**src/rtl/cond_unit_if.sv**
```systemverilog
// Execute-stage bundle between the ALU/decoder and the condition unit.
// Statistics counter signals exist only when COND_STATS_EN is defined.
interface cond_unit_if #(
    parameter int CNT_W = 16
);
    logic       valid_i;
    logic       stall_i;
    logic       flush_i;
    logic [3:0] cond_i;
    logic [1:0] flag_we_i;
    logic [3:0] alu_flags_i;
    logic       reg_we_i;
    logic       mem_we_i;
    logic       pc_src_i;
    logic       cond_ex_o;
    logic [3:0] flags_o;
    logic       valid_o;
    logic       reg_we_o;
    logic       mem_we_o;
    logic       pc_src_o;
`ifdef COND_STATS_EN
    logic [CNT_W-1:0] exec_cnt_o;
    logic [CNT_W-1:0] squash_cnt_o;
`endif

    modport master (
`ifdef COND_STATS_EN
        input  exec_cnt_o, squash_cnt_o,
`endif
        output valid_i, stall_i, flush_i, cond_i, flag_we_i, alu_flags_i,
               reg_we_i, mem_we_i, pc_src_i,
        input  cond_ex_o, flags_o, valid_o, reg_we_o, mem_we_o, pc_src_o
    );

    modport slave (
`ifdef COND_STATS_EN
        output exec_cnt_o, squash_cnt_o,
`endif
        input  valid_i, stall_i, flush_i, cond_i, flag_we_i, alu_flags_i,
               reg_we_i, mem_we_i, pc_src_i,
        output cond_ex_o, flags_o, valid_o, reg_we_o, mem_we_o, pc_src_o
    );
endinterface

```
**src/rtl/cond_unit.sv**
```systemverilog
// NZCV flag register plus ARM condition evaluation, gating execute-stage writes
// toward writeback. Define COND_STATS_EN to add executed/squashed counters.
module cond_unit #(
    parameter logic [3:0] RESET_FLAGS = 4'b0000,
    parameter int         CNT_W       = 16
) (
    input  logic        clk,
    input  logic        reset,
    cond_unit_if.slave  bus
);
    logic [3:0] flags;
    logic       cond_ex;
    logic       fire;
    logic       flag_n, flag_z, flag_c, flag_v;

    assign flag_n = flags[0];
    assign flag_z = flags[1];
    assign flag_c = flags[2];
    assign flag_v = flags[3];

    always_comb begin
        cond_ex = 1'b0;
        case (bus.cond_i)
            4'h0: cond_ex = flag_z;
            4'h1: cond_ex = ~flag_z;
            4'h2: cond_ex = flag_c;
            4'h3: cond_ex = ~flag_c;
            4'h4: cond_ex = flag_n;
            4'h5: cond_ex = ~flag_n;
            4'h6: cond_ex = flag_v;
            4'h7: cond_ex = ~flag_v;
            4'h8: cond_ex = flag_c & ~flag_z;
            4'h9: cond_ex = ~flag_c | flag_z;
            4'hA: cond_ex = (flag_n == flag_v);
            4'hB: cond_ex = (flag_n != flag_v);
            4'hC: cond_ex = ~flag_z & (flag_n == flag_v);
            4'hD: cond_ex = flag_z | (flag_n != flag_v);
            4'hE: cond_ex = 1'b1;
            default: cond_ex = 1'b0;
        endcase
    end

    assign fire          = bus.valid_i & ~bus.stall_i & ~bus.flush_i & cond_ex;
    assign bus.cond_ex_o = cond_ex;
    assign bus.flags_o   = flags;

    // Flush kills the output stage even while stalled; flags only move on fire.
    always_ff @(posedge clk) begin
        if (reset) begin
            flags        <= RESET_FLAGS;
            bus.valid_o  <= 1'b0;
            bus.reg_we_o <= 1'b0;
            bus.mem_we_o <= 1'b0;
            bus.pc_src_o <= 1'b0;
        end else if (bus.flush_i) begin
            bus.valid_o  <= 1'b0;
            bus.reg_we_o <= 1'b0;
            bus.mem_we_o <= 1'b0;
            bus.pc_src_o <= 1'b0;
        end else if (!bus.stall_i) begin
            bus.valid_o  <= bus.valid_i;
            bus.reg_we_o <= bus.valid_i & cond_ex & bus.reg_we_i;
            bus.mem_we_o <= bus.valid_i & cond_ex & bus.mem_we_i;
            bus.pc_src_o <= bus.valid_i & cond_ex & bus.pc_src_i;
            if (fire && bus.flag_we_i[1]) begin
                flags[0] <= bus.alu_flags_i[0];
                flags[1] <= bus.alu_flags_i[1];
            end
            if (fire && bus.flag_we_i[0]) begin
                flags[2] <= bus.alu_flags_i[2];
                flags[3] <= bus.alu_flags_i[3];
            end
        end
    end

`ifdef COND_STATS_EN
    logic [CNT_W-1:0] exec_cnt;
    logic [CNT_W-1:0] squash_cnt;

    always_ff @(posedge clk) begin
        if (reset) begin
            exec_cnt   <= '0;
            squash_cnt <= '0;
        end else if (bus.valid_i && !bus.stall_i && !bus.flush_i) begin
            if (cond_ex) begin
                exec_cnt <= exec_cnt + 1'b1;
            end else begin
                squash_cnt <= squash_cnt + 1'b1;
            end
        end
    end

    assign bus.exec_cnt_o   = exec_cnt;
    assign bus.squash_cnt_o = squash_cnt;
`endif
endmodule

```
**src/flat_wrapper.sv**
```systemverilog
// flat-port wrapper written by rule: the top's interface ports become plain ports
module cond_unit_flat 
#(
    parameter logic [3:0] RESET_FLAGS = 4'b0000,
    parameter int         CNT_W       = 16
)
  (clk, reset, bus_valid_i, bus_stall_i, bus_flush_i, bus_cond_i, bus_flag_we_i, bus_alu_flags_i, bus_reg_we_i, bus_mem_we_i, bus_pc_src_i, bus_cond_ex_o, bus_flags_o, bus_valid_o, bus_reg_we_o, bus_mem_we_o, bus_pc_src_o);
  cond_unit_if #(.CNT_W(CNT_W)) bus_i ();
  input  logic clk;
  input  logic reset;
  input wire logic [$bits(bus_i.valid_i)-1:0] bus_valid_i;
  input wire logic [$bits(bus_i.stall_i)-1:0] bus_stall_i;
  input wire logic [$bits(bus_i.flush_i)-1:0] bus_flush_i;
  input wire logic [$bits(bus_i.cond_i)-1:0] bus_cond_i;
  input wire logic [$bits(bus_i.flag_we_i)-1:0] bus_flag_we_i;
  input wire logic [$bits(bus_i.alu_flags_i)-1:0] bus_alu_flags_i;
  input wire logic [$bits(bus_i.reg_we_i)-1:0] bus_reg_we_i;
  input wire logic [$bits(bus_i.mem_we_i)-1:0] bus_mem_we_i;
  input wire logic [$bits(bus_i.pc_src_i)-1:0] bus_pc_src_i;
  output wire logic [$bits(bus_i.cond_ex_o)-1:0] bus_cond_ex_o;
  output wire logic [$bits(bus_i.flags_o)-1:0] bus_flags_o;
  output wire logic [$bits(bus_i.valid_o)-1:0] bus_valid_o;
  output wire logic [$bits(bus_i.reg_we_o)-1:0] bus_reg_we_o;
  output wire logic [$bits(bus_i.mem_we_o)-1:0] bus_mem_we_o;
  output wire logic [$bits(bus_i.pc_src_o)-1:0] bus_pc_src_o;
  assign bus_i.valid_i = bus_valid_i;
  assign bus_i.stall_i = bus_stall_i;
  assign bus_i.flush_i = bus_flush_i;
  assign bus_i.cond_i = bus_cond_i;
  assign bus_i.flag_we_i = bus_flag_we_i;
  assign bus_i.alu_flags_i = bus_alu_flags_i;
  assign bus_i.reg_we_i = bus_reg_we_i;
  assign bus_i.mem_we_i = bus_mem_we_i;
  assign bus_i.pc_src_i = bus_pc_src_i;
  assign bus_cond_ex_o = bus_i.cond_ex_o;
  assign bus_flags_o = bus_i.flags_o;
  assign bus_valid_o = bus_i.valid_o;
  assign bus_reg_we_o = bus_i.reg_we_o;
  assign bus_mem_we_o = bus_i.mem_we_o;
  assign bus_pc_src_o = bus_i.pc_src_o;
  cond_unit #(.RESET_FLAGS(RESET_FLAGS), .CNT_W(CNT_W)) u_core (.clk(clk), .reset(reset), .bus(bus_i));
endmodule
```
**config.mk**
```make
export PLATFORM = sky130hd
export DESIGN_NAME = cond_unit_flat
export DESIGN_NICKNAME = d
export VERILOG_FILES = /design/src/rtl/cond_unit_if.sv /design/src/rtl/cond_unit.sv /design/src/flat_wrapper.sv
export SDC_FILE = /design/constraint.sdc
export NUM_CORES = 1
export LEC_CHECK = 0
export ABC_AREA = 1
export BUFFER_PORTS_ARGS = -buffer_cell sky130_fd_sc_hd__buf_2
export CORE_MARGIN = 10
export CORE_UTILIZATION = 40
export CTS_CLUSTER_SIZE = 16
export DETAILED_ROUTE_END_ITERATION = 16
export PLACE_DENSITY = 0.72
export SYNTH_ARGS = -nofsm -noshare
export SYNTH_HDL_FRONTEND = slang
export SYNTH_SLANG_ARGS = --single-unit
```
**constraint.sdc**
```tcl
create_clock -name clk -period 1.1 [get_ports clk]
set_input_delay 0.11 -clock clk [delete_from_list [all_inputs] [get_ports clk]]
set_output_delay 0.11 -clock clk [all_outputs]
set_load 0.02 [all_outputs]
```
After elaboration in Yosys (flattened, before gate mapping)
Cells that the tools add are included.
- add/sub/neg operators: 0
- $mul: 0
- div/mod/pow operators: 0
- order comparisons: 0
- equal/unequal tests: 16
- shift operators: 0
- multiplexer cells: 1
- bitwise operators: 17
- reductions and logical operators: 6
- operator list (operator ; count):
    $eq A4 B4 Y1 const B ; 7
    $eq A4 B3 Y1 const B ; 4
    $pmux W1 S15 ; 1
    $and A1 B1 Y1 ; 9
    $eq A4 B2 Y1 const B ; 2
    $not A1 Y1 ; 6
    $reduce_and A3 Y1 ; 2
    $eq A4 B1 Y1 const B ; 1
    $logic_not A4 Y1 ; 1
    $logic_and A1 B1 Y1 ; 2
    $or A1 B1 Y1 ; 2
    $reduce_or A2 Y1 ; 1
    $eq A1 B1 Y1 ; 1
    $ne A1 B1 Y1 ; 1
- flip-flop bits (word level): 8
- bits in latches: 0
- RAM bits: 0
- bits in read-only memories: 0
- input port bits: 18
- output and inout bits: 9
- word-level logic and storage cells: 46
- memories: 0

Longest topological paths before layout
Gate-level depths: netlist (run 1).
- word-level depth: 6
- gate-level depth with buffers: 12

Worst setup path before layout (run 1)
No wires, ideal clock.
- path kind: reg-to-reg
- from: reg u_core.flags[0], in the netlist u_core.bus.flags_o[0]
- to: reg u_core.flags[2], in the netlist u_core.bus.flags_o[2]
- library setup time: 0.110 ns
- arrival: 1.306 ns
- data required time: 0.990 ns
- path slack: -0.316 ns
- cell stages (with the launch flop): 12
- clock period less this slack: 1.416 ns
- cells stage by stage: dfxtp_1 > inv_2 > nand2_1 > nand2_1 > nand2_1 > nand3_1 > nor2_2 > nand3_4 > nand3_2 > nand2_1 > inv_1 > nor2_1
- word-level cells in the longest chain between the ends: 6
- elaborated cells on any way between the ends: 9
- those cells by class: eq/ne: 2; mux: 1; bitwise: 4; reduce/logical: 2
- ends and longest elaborated chain (what ; RTL line ; RTL):
    from (decl) ; cond_unit.sv:11 ; logic [3:0] flags;
    from (signal assigned) ; cond_unit.sv:66 ; flags[0] <= bus.alu_flags_i[0];
    $ne A1 B1 Y1 or $eq A1 B1 Y1 (tied branches) ; - ;
    $or A1 B1 Y1 or $and A1 B1 Y1 (tied branches) ; cond_unit.sv:37, cond_unit.sv:36 ;
    $pmux W1 S15 * ; cond_unit.sv:23 ; case (bus.cond_i)
    net bus_cond_ex_o ; flat_wrapper.sv:20 ; output wire logic [$bits(bus_i.cond_ex_o)-1:0] bus_cond_ex_o;
    $and A1 B1 Y1 * ; cond_unit.sv:43 ; assign fire = bus.valid_i & ~bus.stall_i & ~bus.flush_i & cond_ex;
    $logic_and A1 B1 Y1 * ; cond_unit.sv:69 ; if (fire && bus.flag_we_i[0]) begin
    $reduce_and A3 Y1 (no line) * ; - ;
Mark *: on every way through the listed nets, which the timed path passes. The rest lies on a longest branch.
A chain may end at the register's enable or synchronous reset.

Worst setup path after layout (run 1)
- from: reg u_core.flags[3], in the netlist u_core.bus.flags_o[3]
- to: out bus_cond_ex_o
- word-level cells in the longest chain between the ends: 3
- elaborated cells on any way between the ends: 6
- those cells by class: eq/ne: 2; mux: 1; bitwise: 3
- ends and longest elaborated chain (what ; RTL line ; RTL):
    from (signal assigned) ; cond_unit.sv:71 ; flags[3] <= bus.alu_flags_i[3];
    $ne A1 B1 Y1 or $eq A1 B1 Y1 (tied branches) ; - ;
    $or A1 B1 Y1 or $and A1 B1 Y1 (tied branches) ; cond_unit.sv:37, cond_unit.sv:36 ;
    $pmux W1 S15 * ; cond_unit.sv:23 ;
    to (decl) ; flat_wrapper.sv:20 ;
Mark *: on every way between the ends. The rest lies on a longest branch, timed or not.

==> results of run 1 <==
==> per-stage QoR <==
stage	power [mW]	setup slack, ns	TNS [ns]	cell area, µm²
global route	0.875	-0.415	-2.78	933
detailed placement	0.523	-0.198	-1.32	818
floorplan	0.436	-0.194	-1.18	622
CTS	0.801	-0.310	-2.04	886
global placement	0.520	-0.173	-1.09	818
finish	0.821	-0.336	-2.10	933
==> metal layers <==
metal,GRT usage (%),share of wire (%),vias to the layer above
met3,6.44,7.6,5
li1,-,-,404
met5,0,0,-
met2,17.1,50,25
met4,4.26,1.2,0
met1,12.0,42,342
==> worst min-delay path by stage <==
| stage | depth (start not counted) | startpoint | to | slack, ns |
|---|---|---|---|---|
| after floorplan | 2 | bus_stall_i | u_core.bus.mem_we_o$_SDFFE_PP0N_ | 0.25 |
| after global placement | 3 | bus_mem_we_i | u_core.bus.mem_we_o$_SDFFE_PP0N_ | 0.39 |
| after detailed placement | 3 | bus_reg_we_i | u_core.bus.reg_we_o$_SDFFE_PP0N_ | 0.40 |
| after CTS | 3 | bus_reg_we_i | u_core.bus.reg_we_o$_SDFFE_PP0N_ | 0.11 |
| after global routing | 3 | bus_reg_we_i | u_core.bus.reg_we_o$_SDFFE_PP0N_ | 0.11 |
| final | 3 | bus_pc_src_i | u_core.bus.pc_src_o$_SDFFE_PP0N_ | 0.12 |
==> cell type report <==
type | instances | area, µm² | share of cell area, %
flip-flops and latches | 8 | 170 | 18.2
clock buffers | 4 | 26.3 | 2.82
well taps | 15 | 18.8 | 2.01
inverters | 21 | 83.8 | 8.98
multi-input cells | 74 | 414 | 44.4
repair buffers | 37 | 220 | 23.6
==> power breakdown <==
group / total (mW) / switching, mW / internal, mW / leakage, nW
clock: 0.250 / 0.111 / 0.139 / 0.0150
sequential: 0.301 / 0.00667 / 0.294 / 0.0673
combinational: 0.270 / 0.153 / 0.117 / 0.420
==> cell usage in the layout, fill, tap and decap left out <==
master	count
buf_2	26
nand2_1	24
inv_1	16
nand3_1	12
nor2_1	10
buf_4	9
nand2_2	7
nand3_2	5
nand4_1	4
dfxtp_1	4
a21oi_1	3
clkbuf_4	3
inv_4	2
inv_2	2
nand2_4	2
nor2_4	2
a21oi_2	2
buf_6	2
dfxtp_4	2
dfxtp_2	2
clkinv_1	1
nand3_4	1
or2_1	1
nor2_2	1
clkbuf_1	1
==> state kept, by name, indices dropped and copies added, names as in the netlist <==
name / flops
u_core.bus.reg_we_o: 1
u_core.bus.pc_src_o: 1
u_core.bus.mem_we_o: 1
u_core.bus.valid_o: 1
u_core.bus.flags_o: 4
==> worst max-delay path, cell delays in order, from the launching register on <==
cell and delay (ns):
dfxtp_4 0.38, inv_4 0.04, nand3_1 0.06, nand2_1 0.05, nand2_1 0.08, nand3_2 0.11
nor2_4 0.11, nand3_4 0.09, buf_6 0.14
==> timing repair <==
item,in CTS,in global routing
resized for setup,6,11
endpoints found under the hold margin,0,0
setup endpoints to repair,8,8
pin swaps,6,11
setup buffers,3,0
cloned,0,1
==> cell families (layout without fill, tap and decap cells) <==
kind of cell | after synthesis | in the layout | synth area share [%]
AO/OA/AOI/OAI | 5 | 5 | 4.74
AND/OR/NAND/NOR | 69 | 69 | 55.1
buffers and inverters | 22 | 62 | 13.8
flip-flops | 8 | 8 | 26.4
==> cell usage after synthesis <==
master / n
a21oi_1: 4
a21oi_2: 1
buf_2: 1
clkinv_1: 1
dfxtp_1: 8
inv_1: 16
inv_2: 4
nand2_1: 30
nand2_2: 3
nand3_1: 15
nand3_2: 2
nand3_4: 1
nand4_1: 4
nor2_1: 11
nor2_2: 1
nor2_4: 1
or2_1: 1
==> impl_metrics.ini, run 1 <==
[sta]
fin_ws_ns = -0.336
fin_hold_ws_ns = 0.117
rsz0062_at_grt = true
worst_pin_slew_ns = 0.224
period_share_pct = 131
finalSetupViolations = 8
max_freq_mhz = 696
slew-limit-headroom_pct = 85.0
period_minus_slack_ns = 1.44
maxSlewViolCount = 0
skew_ns = 0.000825
hold_viol = 0

[power_and_ir_drop]
irDropWorstVdd_v = 0.000499
power.leakage_nw = 0.502
powerDensity_nw_per_um2 = 880

[layout]
final_net_count = 163
syn_to_final_growth_pct = 53.8
post-route-util_pct = 68.3
fillers = 126
antenna_cells = 0
stdcell_count = 159
drive_gt1_share_pct = 47.2

[route]
num_vias = 776
vias_per_cell = 4.88
wl_per_cell_um = 12.5
drt-initial-drc-count = 34
drc = 0
wirelength_um = 1990
dr.pass1.iters = 4
antenna_left = 0

[place]
place.gp.congestion = 0.829
hpwlAfterDp_um = 1430
dp.cells = 151
io_buffers = 26

[grt]
antenna_found_initial = 0
grt-ovfl-total = 0
grt_use_total_pct = 11.0
grt_pass1_wl_um = 2970
grt_max_degree = 10
grt_pass1_vias = 720

[logic_synthesis]
syn_inst = 104
yosysTopAreaCell = dfxtp_1
ys_ff_latch = 8
synth_area_per_cell_um2 = 5.83
yosys_warnings = 0
netlist.area_leader.share_pct = 26.4
netlist_area_um2 = 607
syn_nets = 122
ys_seq_area_share_pct = 26.4
synth_cell_type_count = 17
ys_top_cells_by_area = dfxtp_1 (26%), nand2_1 (19%), nand3_1 (12%), inv_1 (9.9%), nor2_1 (6.8%)

[setup_path]
crit_type = register to output port
worstPathArrival_ns = 1.33
r2r_end = u_core.bus.flags_o[0]$_SDFFE_PP0P_
crit_end = bus_cond_ex_o
worstReg2RegStart = u_core.bus.flags_o[3]$_SDFFE_PP0P_
reg2reg_slack_ns = -0.29
crit_path_start_kind = register
crit_fanout = 4
crit_start = u_core.bus.flags_o[3]$_SDFFE_PP0P_
cp.required_ns = 0.99
cp-end-kind = output port
ff2ff_path_depth = 12

[clock_tree]
insertion_delay_ns = 0.26
ctsHoldBuffers = 0
cts.htree.levels = 1
clockBufferDepth = 2
cts_made_buffers = 3
clkTransAtPathRegs_ns = 0.06
cts_tree = yes
numClockSinks = 8
cts-root-buf = clkbuf_4

[worst_hold_path]
hp-class = input pin to register

[outcome]
failed_checks = setup timing
outcome = complete, but fails checks

[die]
row_count = 13
core_area_um2 = 1370
start_util_pct = 44.4
chipWidth_um = 59.0
die_h_um = 59.0
dieArea_um2 = 3480
io_pins = 27

[job]
drv_cap = 0
(Power assumes the default switching activity.)
==> run 2, diff against run 1 <==
--- a/config.mk
+++ b/config.mk
@@ -5,13 +5,13 @@
 export SDC_FILE = /design/constraint.sdc
 export NUM_CORES = 1
 export LEC_CHECK = 0
-export ABC_AREA = 1
 export BUFFER_PORTS_ARGS = -buffer_cell sky130_fd_sc_hd__buf_2
 export CORE_MARGIN = 10
 export CORE_UTILIZATION = 40
 export CTS_CLUSTER_SIZE = 16
 export DETAILED_ROUTE_END_ITERATION = 16
 export PLACE_DENSITY = 0.72
+export SKIP_LAST_GASP = 1
 export SYNTH_ARGS = -nofsm -noshare
 export SYNTH_HDL_FRONTEND = slang
 export SYNTH_SLANG_ARGS = --single-unit
==> run 2 against run 1 <==
Against the previous run: the run still ends with setup timing left; core utilization rose by 1.3 points; clock skew rose by 0.0047 ns; non-clock buffer count rose by 8.
==> impl_metrics.ini, run 2 <==
[outcome]
outcome = complete, but fails checks
failed_checks = setup timing

[place]
io_buffers = 26
hpwlAfterDp_um = 1380
place.gp.congestion = 0.790
post_dp_cell_area_um2 = 862
pre_cts_slack_ns = -0.456
dp.cells = 120

[setup_path]
r2r_end = u_core.bus.mem_we_o$_SDFFE_PP0N_
cp.required_ns = 0.99
ff2ff_path_depth = 8
crit_fanout = 4
cp-end-kind = output port
crit_type = register to output port
reg2reg_slack_ns = -0.66
cpPeakStageDelay_ns = 0.35
worstPathArrival_ns = 1.67
slowest_stage = dfxtp_4
path_cells = or3b_1, a21oi_1, and4bb_4, o21a_4, inv_4, buf_4
worstReg2RegStart = u_core.bus.flags_o[2]$_SDFFE_PP0P_
crit_path_start_kind = register

[logic_synthesis]
synthTopCellsByCount = dfxtp_1 (8), nand2b_1 (8), mux2i_1 (6), a21oi_1 (4), nand2_1 (4)
netlist.area_leader.share_pct = 26.6
synth_area_per_cell_um2 = 9.00
synth_cell_type_count = 27
async_flop_share_pct = 0
syn_nets = 85
yosys_most_used_dff = dfxtp_1
yosys_warnings = 0
syn_inst = 67
synth-edff-count = 0
ys_seq_area_share_pct = 26.6
netlist_area_um2 = 603
ys_top_cells_by_area = dfxtp_1 (27%), mux2i_1 (10%), nand2b_1 (8.3%), o21ai_2 (4.4%), o22ai_2 (4.1%)
yosysTopAreaCell = dfxtp_1
ys_ff_latch = 8

[clock_tree]
insertion_delay_ns = 0.25
cts_tree = yes
numClockSinks = 8
clockBufferDepth = 2
cts.htree.levels = 1
cts_made_buffers = 3
ctsHoldBuffers = 0
clkTransAtPathRegs_ns = 0.06
cts-root-buf = clkbuf_4

[sta]
fin_hold_ws_ns = 0.0531
finalSetupTns_ns = -5.09
skew_ns = 0.00556
fin_ws_ns = -0.681
worst_pin_slew_ns = 0.280
rsz0062_at_grt = true
hold_viol = 0
period_share_pct = 162
max_freq_mhz = 561
slew-limit-headroom_pct = 81.1
finalSetupViolations = 8
period_minus_slack_ns = 1.78
maxSlewViolCount = 0

[job]
drv_cap = 0

[layout]
antenna_cells = 0
final_area_um2 = 951
drive_gt1_share_pct = 57.5
stdcell_count = 128
syn_to_final_growth_pct = 57.7
mostFrequentLayoutCell = buf_2
post-route-util_pct = 69.6
final_net_count = 133
fillers = 110
final_cell_mix = buf_2 (25), buf_4 (17), nand2b_1 (8)
largest_register_ffs = 4

[route]
dr.pass1.iters = 4
wl_met3_um = 118
wl_per_cell_um = 14.0
vias_per_cell = 5.09
drt-initial-drc-count = 8
wirelength_um = 1800
num_vias = 652
drc = 0
drt-met1-wl_um = 747
highest_layer = met4
met2_length_um = 921
antenna_left = 0

[die]
chipWidth_um = 58.8
dieArea_um2 = 3460
die_h_um = 58.8
start_util_pct = 44.1
core_area_um2 = 1370
io_pins = 27
row_count = 13

[power_and_ir_drop]
power_mw = 0.767
switching_share_pct = 27.7
p_clk_share_pct = 29.1
p_int_mw = 0.555
power.leakage_nw = 0.419
powerDensity_nw_per_um2 = 806
irDropWorstVdd_v = 0.000558
p_switching_mw = 0.212
combinationalPowerShare_pct = 32.3
seqPwrFrac_pct = 38.6

[grt]
grt_pass1_vias = 662
grt_pass1_wl_um = 2850
grt_use_total_pct = 9.92
antenna_found_initial = 0
grt_max_degree = 11
grt-ovfl-total = 0

[worst_hold_path]
hold_depth = 2
min_from = bus_flush_i
hp-class = input pin to register
hold_path_end = u_core.bus.valid_o$_SDFFE_PP0N_
-- run 2: changes by cell type in the layout (fill, tap and decap cells not counted), sizes merged, moves of 4 or more --
| cell | before | now |
|---|---|---|
| nand2 | 33 | 4 |
| inv | 20 | 1 |
| nand3 | 18 | 3 |
| nor2 | 13 | 3 |
| buf | 37 | 45 |
| nand2b | 0 | 8 |
| mux2i | 0 | 6 |
| nand4 | 4 | 0 |
-- run 2: timing repair --
action | in CTS | in global routing
setup endpoints to repair | 8 | 8
buffers inserted | 4 | 1
pin swaps | 0 | 2
gates cloned | 0 | 0
resized for setup | 3 | 3
-- run 2: power by group through the flow --
stage	combinational [mW]	clock [mW]	sequential, mW
floorplan	0.104	0	0.308
global placement	0.194	0	0.302
detailed placement	0.198	0	0.302
CTS	0.231	0.227	0.296
global route	0.268	0.237	0.296
finish	0.248	0.223	0.296
-- run 2: kinds of logic (layout without fill, tap and decap cells) --
kind of cell,count (synthesis),in the layout,synth area share [%]
and+or+nand+nor,34,34,36.1
muxes,7,7,11.8
DFF,8,8,26.6
AOI/OAI and AO/OA,13,13,20.1
xor gates and xnor gates,2,2,2.91
buffers and inverters,3,49,2.49
-- run 2: worst max path at each step --
| stage | slack (ns) | to | startpoint |
|---|---|---|---|
| 2_1_floorplan | -0.34 | bus_cond_ex_o | u_core.bus.flags_o[2]$_SDFFE_PP0P_ |
| 3_3_place_gp | -0.44 | bus_cond_ex_o | u_core.bus.flags_o[2]$_SDFFE_PP0P_ |
| 3_5_place_dp | -0.46 | bus_cond_ex_o | u_core.bus.flags_o[2]$_SDFFE_PP0P_ |
| 4_1_cts | -0.67 | bus_cond_ex_o | u_core.bus.flags_o[2]$_SDFFE_PP0P_ |
| 5_1_grt | -0.75 | bus_cond_ex_o | u_core.bus.flags_o[2]$_SDFFE_PP0P_ |
| 6_report | -0.68 | bus_cond_ex_o | u_core.bus.flags_o[2]$_SDFFE_PP0P_ |
-- run 2: worst max-delay path: cells and delay by family, from the launching register on --
| family | cells | cell delay (ns) |
|---|---|---|
| AO/OA/AOI/OAI | 2 | 0.34 |
| buffers and inverters | 2 | 0.16 |
| flip-flops | 1 | 0.35 |
| AND/OR/NAND/NOR | 2 | 0.56 |
-- run 2: final cells by class --
class / instances / area [µm²] / share of cell area, %
inverters: 1 / 6.26 / 0.658
clock buffers: 3 / 22.5 / 2.37
multi-input cells: 56 / 447 / 47.0
repair buffers: 45 / 287 / 30.1
well taps: 15 / 18.8 / 1.97
flip-flops and latches: 8 / 170 / 17.9
-- run 2: metal layers --
| metal | GRT usage, % | vias up |
|---|---|---|
| met2 | 18.5 | 19 |
| met1 | 10.0 | 300 |
| met4 | 2.95 | 0 |
| met3 | 3.43 | 2 |
| met5 | 0 | - |
| li1 | - | 331 |
==> run 3, diff against run 2 <==
--- a/config.mk
+++ b/config.mk
@@ -5,7 +5,7 @@
 export SDC_FILE = /design/constraint.sdc
 export NUM_CORES = 1
 export LEC_CHECK = 0
-export BUFFER_PORTS_ARGS = -buffer_cell sky130_fd_sc_hd__buf_2
+export BUFFER_PORTS_ARGS = -buffer_cell sky130_fd_sc_hd__buf_4
 export CORE_MARGIN = 10
 export CORE_UTILIZATION = 40
 export CTS_CLUSTER_SIZE = 16
==> run 3 against run 2 <==
Against the previous run: the run still ends with setup timing left; sequential cell count unchanged; clock skew about the same; combinational power up 6%; critical path depth unchanged; count of clock-buffer cells in the layout unchanged; critical endpoint unchanged; largest cell class unchanged.
==> impl_metrics.ini, run 3 (same netlist as run 2, synthesis figures left out) <==
[sta]
period_minus_slack_ns = 1.77
rsz0062_at_grt = true
fin_hold_ws_ns = 0.0461
finalSetupTns_ns = -4.76
worst_pin_slew_ns = 0.223
skew_ns = 0.00529
hold_viol = 0
fin_ws_ns = -0.666
slew-limit-headroom_pct = 84.8
finalSetupViolations = 8
max_freq_mhz = 566
maxSlewViolCount = 0
period_share_pct = 161

[place]
hpwlAfterDp_um = 1350
post_dp_cell_area_um2 = 920
pre_cts_slack_ns = -0.416
io_buffers = 26
place.gp.congestion = 0.785

[route]
num_vias = 628
wl_per_cell_um = 13.6
vias_per_cell = 4.98
drc = 0
antenna_left = 0
wirelength_um = 1720
drt-initial-drc-count = 7
dr.pass1.iters = 4

[layout]
drive_gt1_share_pct = 59.5
largest_register_ffs = 4
mostFrequentLayoutCell = buf_4
final_net_count = 131
final_cell_mix = buf_4 (40), nand2b_1 (8), mux2i_1 (5)
syn_to_final_growth_pct = 67.6
antenna_cells = 0
final_area_um2 = 1010

[grt]
grt-ovfl-total = 0
grt_max_degree = 11
grt_pass1_wl_um = 3060
grt_pass1_vias = 698
grt_use_total_pct = 10.6
antenna_found_initial = 0

[power_and_ir_drop]
p_int_mw = 0.569
p_switching_mw = 0.204
combinationalPowerShare_pct = 33.9
irDropWorstVdd_v = 0.000579
switching_share_pct = 26.4
powerDensity_nw_per_um2 = 764
seqPwrFrac_pct = 38.3
p_clk_share_pct = 27.8
power.leakage_nw = 0.427

[setup_path]
worstPathArrival_ns = 1.66
slowest_stage = or3b_4
ff2ff_path_depth = 7
crit_start = u_core.bus.flags_o[2]$_SDFFE_PP0P_
r2r_end = u_core.bus.flags_o[1]$_SDFFE_PP0P_
crit_end = bus_cond_ex_o
reg2reg_slack_ns = -0.60
cp.required_ns = 0.99
cp-end-kind = output port
path_cells = or3b_4, a21oi_2, and4bb_4, o21a_4, inv_4, buf_6
cpPeakStageDelay_ns = 0.37
crit_path_start_kind = register
crit_type = register to output port
crit_fanout = 4
worstReg2RegStart = u_core.bus.flags_o[2]$_SDFFE_PP0P_

[die]
io_pins = 27
dieArea_um2 = 3460
row_count = 13
die_h_um = 58.8
chipWidth_um = 58.8
start_util_pct = 44.1
core_area_um2 = 1370

[clock_tree]
insertion_delay_ns = 0.25
cts_made_buffers = 3
cts_tree = yes
cts.htree.levels = 1
clkTransAtPathRegs_ns = 0.05
cts-root-buf = clkbuf_4
clockBufferDepth = 2
numClockSinks = 8

[outcome]
failed_checks = setup timing
outcome = complete, but fails checks

[worst_hold_path]
hp-class = input pin to register

[job]
drv_cap = 0
[run 3: what timing repair did]
action                                  CTS  global route
gates resized for setup                   4             5
hold buffers                              0             0
buffers inserted                          3             2
pin swaps                                 3             4
cloned                                    0             0
endpoints found under the setup margin    8             8
[run 3: power by group through the flow]
stage          sequential (mW)  combinational (mW)  clock [mW]
3_3_place_gp             0.302               0.215           0
4_1_cts                  0.296               0.250       0.226
3_5_place_dp             0.302               0.218           0
6_report                 0.296               0.262       0.215
2_1_floorplan            0.308               0.104           0
5_1_grt                  0.297               0.283       0.244
[run 3: final cells by class]
cell class	count	area, µm²
multi-input cells	56	459
fillers	101	355
repair buffers	43	334
flip-flops and latches	8	170
clock buffers	3	22.5
well taps	15	18.8
inverters	1	6.26
[run 3: layer usage]
layer / wire length (µm) / track usage (%)
met2: 865 / 18.9
met5: 0 / 0
met4: 0 / 3.93
met3: 100 / 2.58
met1: 749 / 11.6
[run 3: worst min-delay path by stage]
| stage | from | end | slack (ns) | depth (start not counted) |
|---|---|---|---|---|
| 6_report | bus_flush_i | u_core.bus.valid_o$_SDFFE_PP0N_ | 0.05 | 2 |
| 3_5_place_dp | bus_flush_i | u_core.bus.valid_o$_SDFFE_PP0N_ | 0.31 | 2 |
| 2_1_floorplan | bus_flush_i | u_core.bus.valid_o$_SDFFE_PP0N_ | 0.19 | 1 |
| 4_1_cts | bus_flush_i | u_core.bus.valid_o$_SDFFE_PP0N_ | 0.04 | 2 |
| 3_3_place_gp | bus_flush_i | u_core.bus.valid_o$_SDFFE_PP0N_ | 0.30 | 2 |
| 5_1_grt | bus_flush_i | u_core.bus.valid_o$_SDFFE_PP0N_ | 0.05 | 2 |
[run 3: per-stage QoR]
stage / power [mW] / instances / util, %
6_report: 0.773 / 126 / 74.0
4_1_cts: 0.771 / 125 / 72.3
2_1_floorplan: 0.412 / 67 / -
3_3_place_gp: 0.516 / 119 / 67.3
3_5_place_dp: 0.520 / 119 / 67.3
5_1_grt: 0.824 / 126 / 74.0
[run 3: critical path, delay by kind of cell, from the launching register on]
kind                   cells  cell delay (ns)
AOI/OAI and AO/OA          2             0.32
buffers and inverters      2             0.15
DFF                        1             0.36
and+or+nand+nor            2             0.57
